$ cat src/rtl/pc_sequencer.sv
// Program-counter fetch sequencer: issues word fetches, tracks redirects and
// squashes the in-flight fetch when a redirect overtakes it.
module pc_sequencer #(
  parameter logic [31:0] RESET_PC = 32'd0,
  parameter logic [31:0] PC_STEP  = 32'd1
) (
  input  logic        i_clock,
  input  logic        i_reset,
  input  logic        i_stall,
  input  logic        i_halt,
  input  logic        i_redirect_valid,
  input  logic [31:0] i_redirect_target,
  output logic        o_imem_req,
  output logic [31:0] o_imem_addr,
  input  logic        i_imem_ack,
  input  logic [31:0] i_imem_rdata,
  output logic        o_insn_valid,
  output logic [31:0] o_insn,
  output logic [31:0] o_insn_pc,
  output logic [31:0] o_pc_current,
  output logic        o_halted
);

  // state  | meaning
  // IDLE   | no fetch outstanding, waiting for stall/halt to clear
  // REQ    | fetch outstanding at r_addr, held until ack
  // HALTED | fetching stopped, only a redirect or reset leaves
  localparam logic [1:0] S_IDLE   = 2'd0;
  localparam logic [1:0] S_REQ    = 2'd1;
  localparam logic [1:0] S_HALTED = 2'd2;

  logic [1:0]  r_state;
  logic [31:0] r_pc;
  logic [31:0] r_addr;
  logic        r_kill;
  logic        r_insn_valid;
  logic [31:0] r_insn;
  logic [31:0] r_insn_pc;
  logic [31:0] w_pc_next;

  assign w_pc_next = r_pc + PC_STEP;

  always_ff @(posedge i_clock) begin
    if (i_reset) begin
      r_state      <= S_IDLE;
      r_pc         <= RESET_PC;
      r_addr       <= RESET_PC;
      r_kill       <= 1'b0;
      r_insn_valid <= 1'b0;
      r_insn       <= 32'd0;
      r_insn_pc    <= 32'd0;
    end else begin
      r_insn_valid <= 1'b0;
      case (r_state)
        S_IDLE: begin
          if (i_redirect_valid) begin
            r_pc <= i_redirect_target;
          end else if (i_halt) begin
            r_state <= S_HALTED;
          end else if (!i_stall) begin
            r_state <= S_REQ;
            r_addr  <= r_pc;
          end
        end
        S_REQ: begin
          // A redirect without ack leaves the old request on the bus but marks
          // its eventual data as stale.
          if (i_redirect_valid) begin
            r_pc <= i_redirect_target;
            if (i_imem_ack) begin
              r_kill  <= 1'b0;
              r_state <= S_IDLE;
            end else begin
              r_kill <= 1'b1;
            end
          end else if (i_imem_ack) begin
            if (r_kill) begin
              r_kill  <= 1'b0;
              r_state <= S_IDLE;
            end else begin
              r_insn_valid <= 1'b1;
              r_insn       <= i_imem_rdata;
              r_insn_pc    <= r_addr;
              r_pc         <= w_pc_next;
              if (i_halt) begin
                r_state <= S_HALTED;
              end else if (i_stall) begin
                r_state <= S_IDLE;
              end else begin
                r_addr <= w_pc_next;
              end
            end
          end
        end
        S_HALTED: begin
          if (i_redirect_valid) begin
            r_pc    <= i_redirect_target;
            r_state <= S_IDLE;
          end
        end
        default: r_state <= S_IDLE;
      endcase
    end
  end

  assign o_imem_req   = (r_state == S_REQ);
  assign o_imem_addr  = r_addr;
  assign o_insn_valid = r_insn_valid;
  assign o_insn       = r_insn;
  assign o_insn_pc    = r_insn_pc;
  assign o_pc_current = r_pc;
  assign o_halted     = (r_state == S_HALTED);

endmodule

$ cat config.mk
export PLATFORM = sky130hd
export DESIGN_NAME = pc_sequencer
export DESIGN_NICKNAME = d
export VERILOG_FILES = /design/src/rtl/pc_sequencer.sv
export SDC_FILE = /design/constraint.sdc
export NUM_CORES = 1
export LEC_CHECK = 0
export ABC_AREA = 0
export CAP_MARGIN = 40
export CORE_MARGIN = 2
export CORE_UTILIZATION = 46
export CTS_CLUSTER_SIZE = 10
export DETAILED_ROUTE_END_ITERATION = 8
export PLACE_DENSITY = 0.79
export SLEW_MARGIN = 15
export SYNTH_ARGS = -nofsm -noshare
export SYNTH_HDL_FRONTEND = slang
export SYNTH_SLANG_ARGS = --single-unit
$ cat constraint.sdc
create_clock -name i_clock -period 2.4 [get_ports i_clock]
set_clock_uncertainty 0.1 [all_clocks]
set_input_delay 0.36 -clock i_clock [delete_from_list [all_inputs] [get_ports i_clock]]
set_output_delay 0.36 -clock i_clock [all_outputs]
set_load 0.005 [all_outputs]
# Yosys cells after proc, flatten, opt, wreduce, memory -nomap -nowiden
# Index checks and enable logic that the tools add are counted.
# op_classes
bitwise_logic	4
n_addsub	1
mux	29
reduce_logical	11
n_eq_ne	16
# ops
cell	n
$mux W32	12
$pmux W32 S2	2
$add A32 B1 Y32 const B	1
$mux W2	10
$ne A2 B2 Y1 const B	8
$reduce_and A9 Y1	1
$reduce_and A4 Y1	2
$ne A3 B3 Y1 const B	2
$pmux W2 S3	1
$reduce_bool A2 Y1	3
$ne A5 B4 Y1 const B	1
$reduce_and A5 Y1	1
$mux W1	4
$ne A2 B1 Y1 const B	2
$not A1 Y1	4
$reduce_or A4 Y1	1
$ne A3 B2 Y1 const B	1
$eq A2 B1 Y1 const B	1
$eq A2 B2 Y1 const B	1
$logic_not A2 Y1	1
$reduce_and A2 Y1	1
$reduce_or A2 Y1	1
# totals
output_inout_bits	131
register_bits	132
word_cells	68

# Depth between registers and ports, before layout
# logic_depth
ltp_word	7
ltp_mapped	9
mapped_depth_nobuf	6

# Worst setup path before layout
# OpenSTA, ideal clock, no wires.
# synth_timing
path_type	register to register
start	reg r_pc[0] (netlist: o_pc_current[0])
end	reg r_pc[20] (netlist: o_pc_current[20])
setup_ps	115
synth_period_minus_slack_ps	2133
path_slack_ps	267
arrival_time_ps	1917
required_time_ps	2185
n_path_buf	0
path_stages_with_launch	7
cell_sequence	dfxtp_1 > ha_1 > nand4_2 > nor4_4 > nand2_1 > or4_1 > and3_1
# synth_between
elab_chain_len	5
# synth_rtl
element	line_no	text
start, declared	33	logic [31:0] r_pc;
start signal, assigned	57	r_pc <= i_redirect_target;
start signal, assigned	69	r_pc <= i_redirect_target;
start signal, assigned	84	r_pc <= w_pc_next;
$add A32 B1 Y32	41	assign w_pc_next = r_pc + PC_STEP;
$mux W32	77	if (r_kill) begin
$mux W32	76	end else if (i_imem_ack) begin
$mux W32	68	if (i_redirect_valid) begin
$pmux W32 S2	54	case (r_state)
# Every way passes these cells. The select of a mux whose other input is x is not followed.
# A chain may end at the register's enable or synchronous reset.

# Worst setup path after layout
# layout_timing
start	reg r_state[1]
end	out o_imem_req
# layout_between
elab_chain_len	1
# layout_rtl
element	line_no	text
start, declared	32	logic [1:0] r_state;
start signal, assigned	45	r_state <= S_IDLE;
start signal, assigned	59	r_state <= S_HALTED;
start signal, assigned	61	r_state <= S_REQ;
$eq A2 B1 Y1	106	assign o_imem_req = (r_state == S_REQ);
end, declared	13	output logic o_imem_req,
# Every way passes these cells.

==> summary.md <==
| Metric | Value |
|---|---|
| Switching portion of total power | `0.2446` |
| DRT iter0 DRCs | `634` |
| Rel. slew slack | `0.5333` |
| Data arrival, critical path | `1850 ps` |
| Average cell area after synthesis | `7.837 sq um` |
| Largest family of logic cells by synthesized area | `simple AND/OR/NAND/NOR gates` |
| Layout area overhead | `48.04%` |
| Fin. Hold Viols | `0` |
| Slew Limit Fails | `0` |
| Async S/R FF share, synth | `0` |
| Clock sink count | `132` |
| TritonCTS clock tree | `yes` |
| Post-layout power | `5.656 mW` |
| Number of flops mapped to enable cells by yosys | `0` |
| Antenna violations before repair | `0` |
| Syn Nets | `856` |
| Gate Count Post-Synth | `785` |
| Root Driver | `clkbuf_16` |
| Starting Density | `0.4683` |
| Max cap viols | `0` |
| Vias in the first global route | `5803` |
| Cell taking the most area after synthesis | `dfxtp_1` |
| Vias per inst | `5.532` |
| Reg clk slew, reported paths | `60 ps` |
| Fin crit share | `0.9606` |
| Seq pwr share | `0.413` |
| Adder-Cell Fraction of Synth Area | `0.002034` |
| Setup crit start kind | `register` |
| Setup ws final | `94.51 ps` |
| Clock Latency Late Sink | `420 ps` |
| Worst hold path class | `in -> reg` |
| Net Switching | `1.383 mW` |
| Comb power frac | `0.110` |
| Detailed-route wire length per cell | `16.26 microns` |
| RSZ-0062 raised after global routing | `no` |
| Crit path buffers/inverters | `2` |
| Compound-gate portion of the synthesized area | `0.2070` |
| Total Routed Length | `19100 microns` |
| Hpwl dp | `13530 microns` |
| Worst vdd ir | `387.8 uV` |
| # rows | `42` |
| P_int | `4.273 mW` |
| Pleak | `3.159 nW` |
| Mux contribution to synthesized area | `0.001627` |
| Worst path top cell family by delay | `buffers and inverters` |
| Die height | `119.6 microns` |
| Post-route ant nets | `0` |
| First-pass GRT wire length | `30150 microns` |
| Crit-path cells | `nand2b_1 -> inv_1 -> clkdlybuf4s50_1` |
| FF+latch count, synth | `132` |
| Worst reg-to-reg setup slack | `190 ps` |
| Yosys warns | `0` |
| Synthesized area | `6152 sq um` |
| GPL Wtd Cong | `0.9712` |
| Worst path depth | `3` |
| IO Pins | `201` |
| Grt total ovfl | `0` |
| H-Tree Depth | `4` |
| Slowest CP cell | `clkdlybuf4s50_1` |
| XOR/XNOR Fraction of Synth Area | `0.03701` |
| R2r endpoint | `o_pc_current[20]` |
| Cts bufs inserted | `17` |
| Clock Power Share | `0.477` |
| Synth area leaders | `dfxtp_1 43%, nand2_1 10%, a21oi_1 8.8%` |
| P per Cell Area | `621.1 nW/um^2` |
| Synth cell types | `57` |
| Floorplan die width | `119.6 microns` |
| Core ar. | `13140 sq um` |
| Worst Max-Slew Pin Slew | `695.7 ps` |
| Post-Place Setup Slack | `59.26 ps` |
| Seq/Total Area, Yosys | `0.4295` |
| DR DRC count | `0` |
| Post-synthesis simple-gate area fraction | `0.2699` |
| Commonest non-fill, non-tap cell in the layout | `clkdlybuf4s50_1` |
| Setup crit end | `o_imem_req` |
| Most frequent cells in the layout | `199 x clkdlybuf4s50_1, 167 x nand2_1, 131 x dfxtp_1` |
| 1st-pass router iterations | `6` |
| CP Data Required Time | `1940 ps` |
| CTS Hold Bufs | `0` |
| Crit Path Max Fanout | `12` |
| Clock Path Buffers | `2` |
| Nets | `1056` |
| Via count | `6495` |
| Layout cells sized above 1 | `0.09820` |
| Main synth FF type | `dfxtp_1` |
| Worst setup EP type | `output port` |
| Status | `completed` |
| Period minus WS final | `2305 ps` |
| GR Util All Layers | `0.2633` |
| CP peak stage delay | `550 ps` |
| Worst Setup SP | `r_state[1]` |
| Crit Path Category | `reg -> out` |
| R2r worst-path depth | `6` |
| Post-Layout Cell Count | `1174` |
| Largest net degree at the start of global routing | `65` |
| Die area | `14310 sq um` |
| Setup violators final | `0` |
| F_max | `433.7 MHz` |
| Top cell type's share of synthesized area | `0.4295` |
| Ant diodes | `0` |
| Setup TNS | `0 ps` |
| Port Buf Inserts | `200` |
| Placed insts | `1142` |
| FF-to-FF Start | `o_pc_current[0]` |
==> sequential cells by signal, indices dropped and copies added, names as in the netlist <==
name,count
o_insn_pc,32
r_kill,1
o_imem_addr,32
o_insn,32
r_state,2
o_insn_valid,1
o_pc_current,32
==> cell type report <==
type                    count  area (sq um)
clock buffers              18         439.2
clock inverters            14         175.2
fillers                  1115          4030
inverters                   8         30.03
multi-input cells         577          3194
flip-flops and latches    132          2644
well taps                 176         220.2
repair buffers            249          2405
==> power groups by stage <==
stage	sequential (mW)	clock, mW	combinational [mW]
floorplan	2.37	0	0.250
global placement	2.38	0	0.611
detailed placement	2.38	0	0.615
CTS	2.34	2.73	0.620
global route	2.35	2.83	0.671
finish	2.34	2.70	0.623
==> cells in the mapped netlist, drive strengths merged, types with 6 or more instances <==
cell    instances
or3            13
nor2           46
and3            6
inv             7
nor3           12
a211oi         10
xor2           17
xnor2           9
buf            11
a32oi          10
nand2         167
dfxtp         132
nand4          19
nor4           11
a31oi          15
clkbuf         57
o21ai          42
nand3          36
a21oi         108
a32o            6
==> worst reg2reg max path: cells and delay by family (launching register included) <==
family	cells	cell delay [ps]
and+or+nand+nor	5	1390
DFF	1	340
adders and majority gates	1	280
==> how the worst min path moves through the flow <==
stage / from / end / slack, ps / cells past startpoint
after CTS: i_reset / o_insn_pc[12] / 210 / 2
after global placement: o_insn_pc[13] / o_insn_pc[13] / 340 / 2
after detailed placement: o_insn_pc[15] / o_insn_pc[15] / 350 / 2
after floorplan: o_insn[0] / o_insn[0] / 350 / 2
final: i_reset / o_pc_current[24] / 220 / 2
after global routing: i_reset / o_insn_pc[3] / 220 / 2
==> what timing repair did <==
item | 4_1_cts | 5_1_grt
setup buffers | 0 | 0
gates resized for setup | 0 | 1
setup endpoints to repair | 0 | 1
==> layer usage <==
metal / share of wire / vias to the layer above / wire [microns] / global-route usage
met5: 0 / - / 0 / 0
met4: 0.022 / 0 / 421 / 0.08676
met3: 0.083 / 36 / 1588 / 0.05371
met2: 0.45 / 316 / 8546 / 0.4064
met1: 0.45 / 2961 / 8538 / 0.3685
li1: - / 3182 / - / -
==> logic make-up (layout without fill, tap and decap cells) <==
group / Yosys count / in the layout
AND/OR/NAND/NOR: 333 / 333
AO/OA/AOI/OAI: 216 / 216
flip-flops: 132 / 132
buffers and inverters: 76 / 289
XOR/XNOR: 26 / 26
adder cells (fa/ha/maj): 1 / 1
multiplexers: 1 / 1
==> per-stage QoR <==
stage          hold WS [ps]  utilization  instance area [sq um]
6_report              223.2       0.6932                   9107
2_1_floorplan         352.7            -                   6152
4_1_cts               206.4       0.6931                   9106
3_3_place_gp          340.9       0.6464                   8492
5_1_grt               222.5       0.6932                   9107
3_5_place_dp          345.4       0.6464                   8492
Note: power is estimated with default switching activity, not from simulation.
